**config.mk**
```make
export PLATFORM = sky130hd
export DESIGN_NAME = alu_sum_accumulator_flat
export DESIGN_NICKNAME = d
export VERILOG_FILES = /design/src/rtl/alu_sum_accumulator_if.sv /design/src/rtl/alu_sum_accumulator.sv /design/src/flat_wrapper.sv
export SDC_FILE = /design/constraint.sdc
export NUM_CORES = 1
export LEC_CHECK = 0
export CAP_MARGIN = 5
export CORE_MARGIN = 4
export CORE_UTILIZATION = 39
export CTS_BUF_LIST = sky130_fd_sc_hd__clkbuf_4 sky130_fd_sc_hd__clkbuf_8
export DETAILED_ROUTE_END_ITERATION = 6
export PLACE_DENSITY = 0.61
export SLEW_MARGIN = 25
export SYNTH_ARGS = -nofsm -noshare
export SYNTH_HDL_FRONTEND = slang
export SYNTH_SLANG_ARGS = --single-unit
```
**constraint.sdc**
```tcl
create_clock -name clk -period 2.1 [get_ports clk]
set_input_delay 0.525 -clock clk [delete_from_list [all_inputs] [get_ports clk]]
set_output_delay 0.525 -clock clk [all_outputs]
set_load 0.01 [all_outputs]
```
**src/rtl/alu_sum_accumulator_if.sv**
```systemverilog
// Handshake bundle between the sum accumulator and its upstream/downstream stages.
// The master side drives start/count/beats and consumes the result; the slave side is the accumulator.
interface alu_sum_accumulator_if #(
  parameter int unsigned ACC_W = 12,
  parameter int unsigned CNT_W = 4
);
  logic             start;
  logic [CNT_W-1:0] count;
  logic             in_valid;
  logic [7:0]       in_sum;
  logic             in_ready;
  logic             out_valid;
  logic [ACC_W-1:0] out_acc;
  logic             out_overflow;
  logic             out_ready;
  logic             busy;

  modport master (
    output start, count, in_valid, in_sum, out_ready,
    input  in_ready, out_valid, out_acc, out_overflow, busy
  );

  modport slave (
    input  start, count, in_valid, in_sum, out_ready,
    output in_ready, out_valid, out_acc, out_overflow, busy
  );
endinterface

```
**src/rtl/alu_sum_accumulator.sv**
```systemverilog
// Accumulates a start-specified number of 8-bit adder sums into a saturating ACC_W-bit total
// and presents the result with a valid/ready handshake.
module alu_sum_accumulator #(
  parameter int unsigned ACC_W = 12,
  parameter int unsigned CNT_W = 4
) (
  input  logic                  clk,
  input  logic                  rst_n,
  alu_sum_accumulator_if.slave  acc_if
);

  localparam int unsigned SUM_W = ACC_W + 1;
  localparam logic [ACC_W-1:0] ACC_MAX = '1;

  if (ACC_W < 9 || ACC_W > 16) begin : g_bad_acc_w
    $error("ACC_W must be within 9..16");
  end

  typedef enum logic [1:0] {
    IDLE  = 2'd0,
    ACCUM = 2'd1,
    DONE  = 2'd2
  } state_e;

  state_e           state_q;
  logic [CNT_W-1:0] remaining_q;
  logic [ACC_W-1:0] acc_q;
  logic             ovf_q;
  logic             in_ready_q;
  logic             out_valid_q;
  logic [ACC_W-1:0] out_acc_q;
  logic             out_ovf_q;
  logic             busy_q;

  logic [SUM_W-1:0] sum_raw_c;
  logic             sat_c;
  logic [ACC_W-1:0] acc_d;
  logic             ovf_d;
  logic             beat_c;

  // Saturating next accumulator value for the beat currently offered.
  always_comb begin
    sum_raw_c = SUM_W'(acc_q) + SUM_W'(acc_if.in_sum);
    sat_c     = sum_raw_c[ACC_W];
    acc_d     = sat_c ? ACC_MAX : sum_raw_c[ACC_W-1:0];
    ovf_d     = ovf_q | sat_c;
    beat_c    = acc_if.in_valid && in_ready_q && (remaining_q != '0);
  end

  // Control FSM; all outputs are registered alongside the state.
  always_ff @(posedge clk or negedge rst_n) begin
    if (!rst_n) begin
      state_q     <= IDLE;
      remaining_q <= '0;
      acc_q       <= '0;
      ovf_q       <= 1'b0;
      in_ready_q  <= 1'b0;
      out_valid_q <= 1'b0;
      out_acc_q   <= '0;
      out_ovf_q   <= 1'b0;
      busy_q      <= 1'b0;
    end else begin
      unique case (state_q)
        IDLE: begin
          if (acc_if.start) begin
            remaining_q <= acc_if.count;
            acc_q       <= '0;
            ovf_q       <= 1'b0;
            busy_q      <= 1'b1;
            if (acc_if.count != '0) begin
              state_q    <= ACCUM;
              in_ready_q <= 1'b1;
            end else begin
              state_q     <= DONE;
              out_valid_q <= 1'b1;
              out_acc_q   <= '0;
              out_ovf_q   <= 1'b0;
            end
          end
        end
        ACCUM: begin
          if (beat_c) begin
            acc_q       <= acc_d;
            ovf_q       <= ovf_d;
            remaining_q <= remaining_q - CNT_W'(1);
            if (remaining_q == CNT_W'(1)) begin
              state_q     <= DONE;
              in_ready_q  <= 1'b0;
              out_valid_q <= 1'b1;
              out_acc_q   <= acc_d;
              out_ovf_q   <= ovf_d;
            end
          end
        end
        DONE: begin
          // Returning to IDLE first means a start seen on this edge is not taken.
          if (acc_if.out_ready) begin
            state_q     <= IDLE;
            out_valid_q <= 1'b0;
            busy_q      <= 1'b0;
          end
        end
        default: begin
          state_q     <= IDLE;
          in_ready_q  <= 1'b0;
          out_valid_q <= 1'b0;
          busy_q      <= 1'b0;
        end
      endcase
    end
  end

  assign acc_if.in_ready     = in_ready_q;
  assign acc_if.out_valid    = out_valid_q;
  assign acc_if.out_acc      = out_acc_q;
  assign acc_if.out_overflow = out_ovf_q;
  assign acc_if.busy         = busy_q;

endmodule

```
**src/flat_wrapper.sv**
```systemverilog
// flat-port wrapper written by rule: the top's interface ports become plain ports
module alu_sum_accumulator_flat 
#(
  parameter int unsigned ACC_W = 12,
  parameter int unsigned CNT_W = 4
)
  (clk, rst_n, acc_if_start, acc_if_count, acc_if_in_valid, acc_if_in_sum, acc_if_out_ready, acc_if_in_ready, acc_if_out_valid, acc_if_out_acc, acc_if_out_overflow, acc_if_busy);
  alu_sum_accumulator_if #(.ACC_W(ACC_W), .CNT_W(CNT_W)) acc_if_i ();
  input  logic clk;
  input  logic rst_n;
  input wire logic [$bits(acc_if_i.start)-1:0] acc_if_start;
  input wire logic [$bits(acc_if_i.count)-1:0] acc_if_count;
  input wire logic [$bits(acc_if_i.in_valid)-1:0] acc_if_in_valid;
  input wire logic [$bits(acc_if_i.in_sum)-1:0] acc_if_in_sum;
  input wire logic [$bits(acc_if_i.out_ready)-1:0] acc_if_out_ready;
  output wire logic [$bits(acc_if_i.in_ready)-1:0] acc_if_in_ready;
  output wire logic [$bits(acc_if_i.out_valid)-1:0] acc_if_out_valid;
  output wire logic [$bits(acc_if_i.out_acc)-1:0] acc_if_out_acc;
  output wire logic [$bits(acc_if_i.out_overflow)-1:0] acc_if_out_overflow;
  output wire logic [$bits(acc_if_i.busy)-1:0] acc_if_busy;
  assign acc_if_i.start = acc_if_start;
  assign acc_if_i.count = acc_if_count;
  assign acc_if_i.in_valid = acc_if_in_valid;
  assign acc_if_i.in_sum = acc_if_in_sum;
  assign acc_if_i.out_ready = acc_if_out_ready;
  assign acc_if_in_ready = acc_if_i.in_ready;
  assign acc_if_out_valid = acc_if_i.out_valid;
  assign acc_if_out_acc = acc_if_i.out_acc;
  assign acc_if_out_overflow = acc_if_i.out_overflow;
  assign acc_if_busy = acc_if_i.busy;
  alu_sum_accumulator #(.ACC_W(ACC_W), .CNT_W(CNT_W)) u_core (.clk(clk), .rst_n(rst_n), .acc_if(acc_if_i));
endmodule
```
==> results.md, run 1 <==
- Status: complete, but fails checks
- Violated checks: setup timing
- YS warnings: 0
- Skew final: 0.0144 ns
- GRT overflow: 0
- Syn Nets: 260
- Final Hold Viols: 0
- Row cnt: 26
- Max Clock Freq: 0.469 GHz
- Share of the synthesized area in the top cell type: 0.423
- Final Setup Violations: 4
- Initial Utilization: 0.403
- Hold crit path type: input port to asynchronous set/reset pin
- Drt pass-1 iters: 4
- Vias in the first global route: 1933
- Seq/Total Area, Yosys: 0.423
- CTS buffer count: 5
- H-tree depth: 2
- Pwr Total: 4190 uW
- WP data required: 2.28 ns
- Maximum VDD drop: 0.000611 V
- First-pass GRT wire length: 9.23 mm
- RSZ-0062 raised after global routing: true
- Fin crit period: 2.13 ns
- Worst-margin pin slew: 0.444 ns
- DRT antenna net count: 0
- Die Span Y: 80.9 um
- Crit share post-route: 1.01
- Critical Path Max Stage Delay: 0.35 ns
- Total routed wirelength: 5.57 mm
- Pleak: 0.00139 uW
- Unique masters post-synth: 53
- Placed Instance Area: 2760 um2
- Hold buffer count at cts: 0
- Cells on worst reg2reg path: 8
- Final core utilization: 0.608
- Clock Tree Buf Depth: 2
- Post-synth EDFFs: 0
- Cell Pwr Density: 1340 nW/um2
- Clock transition at path regs: 0.09 ns
- Min setup slack post-route: -0.0300 ns
- Nets: 336
- WP buf/inv: 2
- Number of max-cap violations: 0
- Via-to-Cell Ratio: 5.33
- Ys flop type: dfrtp_1
- Initial drt markers: 129
- Hpwl dp: 4.10 mm
- Core area: 5140 um2
- Total track usage: 0.182
- Layout cells sized above 1: 0.304
- Clk_lat worst skew: 0.30 ns
- DRC viols: 0
- Via count: 2019
- Syn avg cell area: 8.93 um2
- CTS tree: built
- Worst-path cell chain: clkdlybuf4s15_2 > ha_4 > fa_2 > a211o_1 > nand4_1 > a31oi_4 > buf_6 > nor4_4 > o21ai_1
- Initial antenna violation count: 0
- I/O Buffers: 32
- Area leader, netlist: dfrtp_1
- Largest net degree at the start of global routing: 19
- Die area: 6540 um2
- Ys async rst share: 1.00
- CTS Sinks: 35
- Post-synthesis sequential element count: 35
- Cell area after layout: 3130 um2
- List of most frequent post-synthesis cells: 35 x dfrtp_1, 31 x nand2_1, 25 x o21ai_0, 15 x nor2_1, 13 x a21oi_1
- I/O pins: 33
- Cell with the most instances after synthesis: dfrtp_1
- Cell depth of the worst setup path: 9
- Die Wd: 80.9 um
- Startpoint types: input port
- Gpl congestion: 0.901
- Synth Instances: 232
- Setup Crit Path Kind: input port to register
- N_diodes: 0
- Slew Viols, Final: 0
- Root Driver: clkbuf_8
- Family with the most delay on the worst path: adder cells
- CP arrival: 2.31 ns
- Place WS: -0.660 ns
- Worst slew margin: 0.704
- Mapped cell area: 2070 um2
- Ranking of synthesized cells by area: dfrtp_1 42%, ha_1 6.0%, o21ai_0 6.0%
- Setup TNS Final: -0.0781 ns
- Syn-to-layout area delta: 50.9%
- Worst path slowest cell: fa_2
- Avg WL per Cell: 14.7 um
- Critical Path Fanout Max: 4
- Worst setup EP type: register
per-layer routing:
metal	part of all wire	vias up	track usage	wire length, um
li1	-	1001	-	-
met1	0.46	964	0.244	2540
met2	0.49	49	0.305	2740
met3	0.044	5	0.0299	247
met4	0.0086	0	0.0507	48
met5	0	-	0	0
worst register-to-register path: cells and delay by family, from the launching register on:
family,cells,cell delay (ns)
buffers and inverters,1,0.16
AO/OA/AOI/OAI,3,0.51
AND/OR/NAND/NOR,2,0.42
adder cells (fa/ha/maj),2,0.52
flip-flops,1,0.41
path summary, 6_finish.rpt:
kind | slack (ns) | end | start
setup / recovery | -0.03 | u_core.acc_q[6] | acc_if_in_sum[0]
hold / removal | 0.15 | u_core.acc_if.out_acc[3] | rst_n
setup reg to reg | -0.03 | u_core.acc_q[6] | u_core.acc_q[0]
hold reg to reg | 0.49 | u_core.acc_if.out_acc[3] | u_core.acc_if.out_acc[3]
max in group asynchronous | 1.47 | u_core.acc_if.out_acc[8] | rst_n
min in group clk | 0.49 | u_core.acc_if.out_acc[3] | u_core.acc_if.out_acc[3]
cells in the final DEF (no fill, tap or decap), types with 3 or more instances in the layout:
| cell type | netlist | routed |
|---|---|---|
| clkbuf_8 | 0 | 5 |
| nand2b_1 | 4 | 4 |
| o21ai_0 | 25 | 16 |
| o21ai_1 | 1 | 10 |
| inv_1 | 10 | 8 |
| a21oi_1 | 13 | 11 |
| nand2_1 | 31 | 30 |
| buf_4 | 1 | 44 |
| a21o_1 | 5 | 4 |
| nor2_2 | 1 | 5 |
| o211ai_1 | 3 | 3 |
| nor2_1 | 15 | 11 |
| nand4_1 | 3 | 3 |
| clkdlybuf4s50_1 | 0 | 24 |
| ha_4 | 0 | 7 |
| nand3_1 | 12 | 11 |
| ha_1 | 10 | 3 |
| dlygate4sd2_1 | 0 | 3 |
| dfrtp_1 | 35 | 35 |
through the flow:
stage          instances  hold WS, ns
3_3_place_gp         365        0.470
6_report             379        0.153
2_1_floorplan        232        0.229
3_5_place_dp         365        0.478
4_1_cts              377        0.168
5_1_grt              379        0.178
state kept, by name (all words and copies together), names as in the netlist:
register and count:
u_core.acc_if.out_acc 12, u_core.acc_q 12, u_core.remaining_q 4, u_core.state_q 2, u_core.acc_if.busy 1, u_core.acc_if.in_ready 1, u_core.acc_if.out_overflow 1, u_core.acc_if.out_valid 1
u_core.ovf_q 1
area by class of cell:
cell class | count | area, um2
fill | 484 | 2010
multi-input combinational | 177 | 1320
sequential | 35 | 876
timing repair buffer | 79 | 691
tap | 70 | 87.6
clock buffer | 5 | 68.8
clock inverter | 3 | 47.5
inverter | 10 | 37.5
cell families (layout without fill, tap and decap cells):
logic type,after synthesis,in the layout,synth area share
AO/OA/AOI/OAI,73,73,0.228
XOR/XNOR,2,2,0.00846
adder cells (fa/ha/maj),11,11,0.0701
multiplexers,2,2,0.00967
buffers and inverters,20,97,0.0483
flip-flops,35,35,0.423
AND/OR/NAND/NOR,89,89,0.212
report_power, final:
group	switching, uW	internal, uW	total (uW)
clock	275	360	634
sequential	244	925	1170
combinational	1150	1230	2380
repair_timing:
| item | in CTS | in global routing |
|---|---|---|
| pin swaps | 14 | 12 |
| setup buffers | 4 | 2 |
| gates resized for setup | 23 | 34 |
| endpoints found under the setup margin | 26 | 28 |
| gates cloned | 0 | 0 |
| hold endpoints to repair | 0 | 0 |
Power figures use the tool's default switching activity.
==> inputs of run 2 (changes only) <==
--- a/config.mk
+++ b/config.mk
@@ -6,7 +6,7 @@
 export NUM_CORES = 1
 export LEC_CHECK = 0
 export CAP_MARGIN = 5
-export CORE_MARGIN = 4
+export CORE_MARGIN = 2
 export CORE_UTILIZATION = 39
 export CTS_BUF_LIST = sky130_fd_sc_hd__clkbuf_4 sky130_fd_sc_hd__clkbuf_8
 export DETAILED_ROUTE_END_ITERATION = 6
==> run 2 against run 1 <==
Effect of this change: the run still ends with setup timing left; total power increased by 1.0%; worst setup slack got worse by 0.00074 ns; maximum frequency about the same; critical path depth decreased by 2; design area decreased by 0.68%; critical path type is now register to register; highest routed layer unchanged; combinational power decreased by 2%; largest power group unchanged.
==> results.md, run 2 (synthesis gave the netlist of run 1 again) <==
- Worst-margin pin slew: 0.449 ns
- Clock Tree Buf Depth: 2
- Vias in the first global route: 1919
- Clock power frac: 0.173
- Final Setup Violations: 6
- Via-to-Cell Ratio: 5.29
- Violated checks: setup timing
- Clock transition at path regs: 0.08 ns
- Slew Viols, Final: 0
- Clk_lat worst skew: 0.28 ns
- Total routed wirelength: 5.52 mm
- WP data required: 2.27 ns
- Crit Reg-Reg Endpoint: u_core.acc_if.out_acc[6]
- Initial antenna violation count: 0
- Hold crit path type: register to register
- DRC viols: 0
- RSZ-0062 raised after global routing: true
- Fin crit period: 2.13 ns
- Worst slew margin: 0.700
- Combinational power share: 0.552
- Hold depth: 2
- Max Clock Freq: 0.469 GHz
- I/O pins: 33
- Via count: 1995
- Final Hold Viols: 0
- Syn-to-layout area delta: 49.9%
- Skew final: 0.00474 ns
- CTS tree: built
- Final core utilization: 0.608
- Row cnt: 26
- Worst-path cell chain: ha_4 > fa_2 > a211oi_1 > nor2_1 > and3_1 > nor4_4 > o21ai_1
- Gpl congestion: 0.888
- Most frequent cells in the layout: 43 x buf_4, 35 x dfrtp_1, 31 x nand2_1
- Total track usage: 0.190
- Nets: 334
- Worst path slowest cell: dfrtp_1
- Family with the most delay on the worst path: simple AND/OR/NAND/NOR gates
- Largest net degree at the start of global routing: 36
- Setup Crit Path Kind: register to register
- Place WS: -0.677 ns
- Status: complete, but fails checks
- Cell depth of the worst setup path: 7
- Number of max-cap violations: 0
- H-tree depth: 2
- Reg2Reg Setup Slack: -0.03 ns
- WHS Endpoint: u_core.acc_if.out_acc[10]
- Switching Share: 0.380
- I/O Buffers: 32
- Hold Crit Start: u_core.acc_if.out_acc[10]
- First-pass GRT wire length: 9.19 mm
- CP Launch Point: u_core.acc_q[0]
- CTS buffer count: 5
- Avg WL per Cell: 14.6 um
- Worst setup EP type: register
- P_int: 2620 uW
- Initial Utilization: 0.405
- Critical Path Max Stage Delay: 0.42 ns
- Share of power burned in registers: 0.275
- Core area: 5110 um2
- N_diodes: 0
- WP buf/inv: 0
- Initial drt markers: 113
- Hpwl dp: 3.99 mm
- CTS Sinks: 35
- CP arrival: 2.30 ns
- Layout cells sized above 1: 0.270
- Setup TNS Final: -0.129 ns
- Die Wd: 76.9 um
- Drt pass-1 iters: 4
- Die Span Y: 76.9 um
- Critical Path Fanout Max: 3
- Root Driver: clkbuf_8
- Sw Pwr: 1610 uW
- Die area: 5910 um2
- Maximum VDD drop: 0.000550 V
- Cell Pwr Density: 1360 nW/um2
- DRT antenna net count: 0
- Pleak: 0.00138 uW
- GRT overflow: 0
- Most common cell after layout, fill and taps aside: buf_4
- Smallest hold slack: 0.483 ns
- Hold buffer count at cts: 0
- Startpoint types: register
- Cells on worst reg2reg path: 7
- Reg-to-Reg Start: u_core.acc_q[0]
- Crit share post-route: 1.01
- Min setup slack post-route: -0.0307 ns
==> run 2: metrics by stage <==
stage	instance area [um2]	power, uW	cells
final	3100	4230	377
after global routing	3100	4550	377
after CTS	3060	4180	375
after detailed placement	2740	3190	363
after global placement	2740	3160	363
after floorplan	2100	2340	232
==> run 2: worst max-delay path by stage <==
stage	end	slack, ns
global placement	u_core.acc_q[7]	-0.63
finish	u_core.acc_if.out_acc[6]	-0.03
detailed placement	u_core.acc_if.out_acc[7]	-0.68
global route	u_core.acc_q[5]	-0.12
CTS	u_core.acc_if.out_acc[6]	-0.08
floorplan	u_core.acc_if.out_acc[6]	-0.06
==> run 2: area by class of cell <==
class | count | area, um2
clock inverter | 3 | 67.6
clock buffer | 5 | 68.8
inverter | 10 | 37.5
fill | 477 | 2000
tap | 70 | 87.6
sequential | 35 | 876
timing repair buffer | 77 | 667
multi-input combinational | 177 | 1300
==> run 2: layer usage <==
| metal | GRT usage | up-vias | wire [um] |
|---|---|---|---|
| met5 | 0 | - | 0 |
| met2 | 0.308 | 46 | 2630 |
| li1 | - | 989 | - |
| met4 | 0.0564 | 0 | 45 |
| met1 | 0.263 | 955 | 2630 |
| met3 | 0.0271 | 5 | 217 |
==> run 2: power by group through the flow <==
stage	combinational [uW]	clock [uW]	sequential (uW)
6_report	2330	733	1160
5_1_grt	2580	775	1200
4_1_cts	2270	746	1160
3_5_place_dp	2040	0	1150
3_3_place_gp	2020	0	1150
2_1_floorplan	1210	0	1130
==> run 2: worst min-delay path, delay by kind of cell (launching register included) <==
kind | cells | cell delay [ns]
AO/OA/AOI/OAI | 1 | 0.05
flip-flops | 1 | 0.35
AND/OR/NAND/NOR | 1 | 0.05
==> run 2: timing repair <==
item	4_1_cts	5_1_grt
pin swaps	14	7
resized for setup	34	12
endpoints found under the setup margin	26	28
buffers inserted	4	2
==> inputs of run 3 (changes only) <==
--- a/config.mk
+++ b/config.mk
@@ -9,6 +9,7 @@
 export CORE_MARGIN = 2
 export CORE_UTILIZATION = 39
 export CTS_BUF_LIST = sky130_fd_sc_hd__clkbuf_4 sky130_fd_sc_hd__clkbuf_8
+export CTS_CLUSTER_DIAMETER = 60
 export DETAILED_ROUTE_END_ITERATION = 6
 export PLACE_DENSITY = 0.61
 export SLEW_MARGIN = 25
==> constraint.sdc (replaced) <==
create_clock -name clk -period 1.9 [get_ports clk]
set_input_delay 0.475 -clock clk [delete_from_list [all_inputs] [get_ports clk]]
set_output_delay 0.475 -clock clk [all_outputs]
set_load 0.01 [all_outputs]
==> run 3 against run 2 <==
Effect of this change: the run still ends with setup timing left; die area stayed put; critical endpoint is now u_core.acc_q[5]; clock skew grew 0.0067 ns; total power increased by 18%; routed wire length rose by 10%; count of clock-buffer cells in the layout rose by 3.
==> results.md, run 3 (synthesis gave the netlist of run 1 again) <==
- Most frequent cells in the layout: 55 x buf_4, 35 x dfrtp_1, 30 x nand2_1
- Via count: 2091
- Clock Tree Buf Depth: 2
- Final Setup Violations: 26
- CTS tree: built
- Pleak: 0.00147 uW
- Critical Path Fanout Max: 6
- Nets: 349
- Vias in the first global route: 2134
- H-tree depth: 2
- RSZ-0062 raised after global routing: true
- I/O Buffers: 32
- Die Wd: 76.9 um
- CTS buffer count: 5
- Final non-filler cell total: 392
- Largest net degree at the start of global routing: 36
- Cell Pwr Density: 1500 nW/um2
- Setup TNS Final: -4.40 ns
- Hold crit path type: register to register
- Violated checks: setup timing
- Worst-margin pin slew: 0.452 ns
- Startpoint types: input port
- Layout cells sized above 1: 0.366
- Max Clock Freq: 0.469 GHz
- Pwr Total: 4980 uW
- Number of max-cap violations: 0
- Hpwl dp: 4.12 mm
- Row cnt: 26
- Core area: 5110 um2
- Crit share post-route: 1.12
- Fill count: 427
- N_diodes: 0
- CP arrival: 2.31 ns
- Initial drt markers: 115
- Avg WL per Cell: 15.5 um
- Syn-to-layout area delta: 59.9%
- I/O pins: 33
- Initial antenna violation count: 0
- Die area: 5910 um2
- Gpl congestion: 0.870
- Total track usage: 0.211
- Min setup slack post-route: -0.230 ns
- Worst setup EP type: register
- Setup Crit Path Kind: input port to register
- Total routed wirelength: 6.07 mm
- DRC viols: 0
- Root Driver: clkbuf_8
- Status: complete, but fails checks
- Placed cells: 374
- Placed Instance Area: 2850 um2
- Final core utilization: 0.648
- Most common cell after layout, fill and taps aside: buf_4
- Die Span Y: 76.9 um
- Worst slew margin: 0.698
- Initial Utilization: 0.405
- Drt pass-1 iters: 4
- GRT overflow: 0
- First-pass GRT wire length: 10.0 mm
- Clk_lat worst skew: 0.29 ns
- Maximum VDD drop: 0.000629 V
- Slew Viols, Final: 0
- DRT antenna net count: 0
- CTS Sinks: 35
- Skew final: 0.0114 ns
- Clock transition at path regs: 0.07 ns
- Cell area after layout: 3310 um2
- WP data required: 2.08 ns
- Final Hold Viols: 0
- Fin crit period: 2.13 ns
- Via-to-Cell Ratio: 5.33
-- run 3: repair_timing --
item / CTS / global route
hold buffers: 0 / 0
pin swaps: 19 / 15
buffers inserted: 5 / 4
hold endpoints to repair: 0 / 0
setup endpoints to repair: 27 / 31
cloned: 1 / 0
resized for setup: 49 / 26
-- run 3: power breakdown --
| part | internal (uW) | switching (uW) | total (uW) |
|---|---|---|---|
| Clock | 345 | 270 | 615 |
| Combinational | 1640 | 1470 | 3100 |
| Sequential | 1020 | 240 | 1260 |
-- run 3: stage by stage --
step           hold WS (ns)  setup WS [ns]
2_1_floorplan         0.179         -0.210
3_3_place_gp          0.468         -0.762
3_5_place_dp          0.474         -0.835
4_1_cts               0.489         -0.216
5_1_grt               0.515         -0.322
6_report              0.478         -0.230
-- run 3: worst paths after layout --
path / from / to / slack, ns / cells past startpoint
max in group asynchronous: rst_n / u_core.acc_if.out_acc[2] / 0.96 / 2
hold / removal: u_core.acc_if.out_acc[10] / u_core.acc_if.out_acc[10] / 0.48 / 2
min in group asynchronous: rst_n / u_core.acc_if.out_acc[6] / 0.59 / 2
setup reg to reg: u_core.acc_q[0] / u_core.acc_q[5] / -0.22 / 8
hold reg to reg: u_core.acc_if.out_acc[10] / u_core.acc_if.out_acc[10] / 0.48 / 2
setup / recovery: acc_if_in_sum[0] / u_core.acc_q[5] / -0.23 / 9
-- run 3: final cells by class --
cell class / count / area (um2) / share of cell area
multi-input cells: 177 / 1420 / 0.428
flip-flops and latches: 35 / 876 / 0.264
repair buffers: 92 / 791 / 0.239
clock buffers: 8 / 104 / 0.0314
well taps: 70 / 87.6 / 0.0264
inverters: 10 / 37.5 / 0.0113
-- run 3: critical path, cell delays in order --
cell and delay (ns):
clkdlybuf4s15_1 0.22, ha_4 0.19, fa_2 0.34, a211o_1 0.30, nand4_1 0.16, a31oi_4 0.13, buf_6 0.16, a21o_1 0.16
a22o_1 0.17
-- run 3: per-layer routing --
| metal | global-route usage | share of wire |
|---|---|---|
| met1 | 0.265 | 0.44 |
| met2 | 0.367 | 0.51 |
| met3 | 0.0424 | 0.031 |
| met4 | 0.0618 | 0.016 |
| met5 | 0 | 0 |
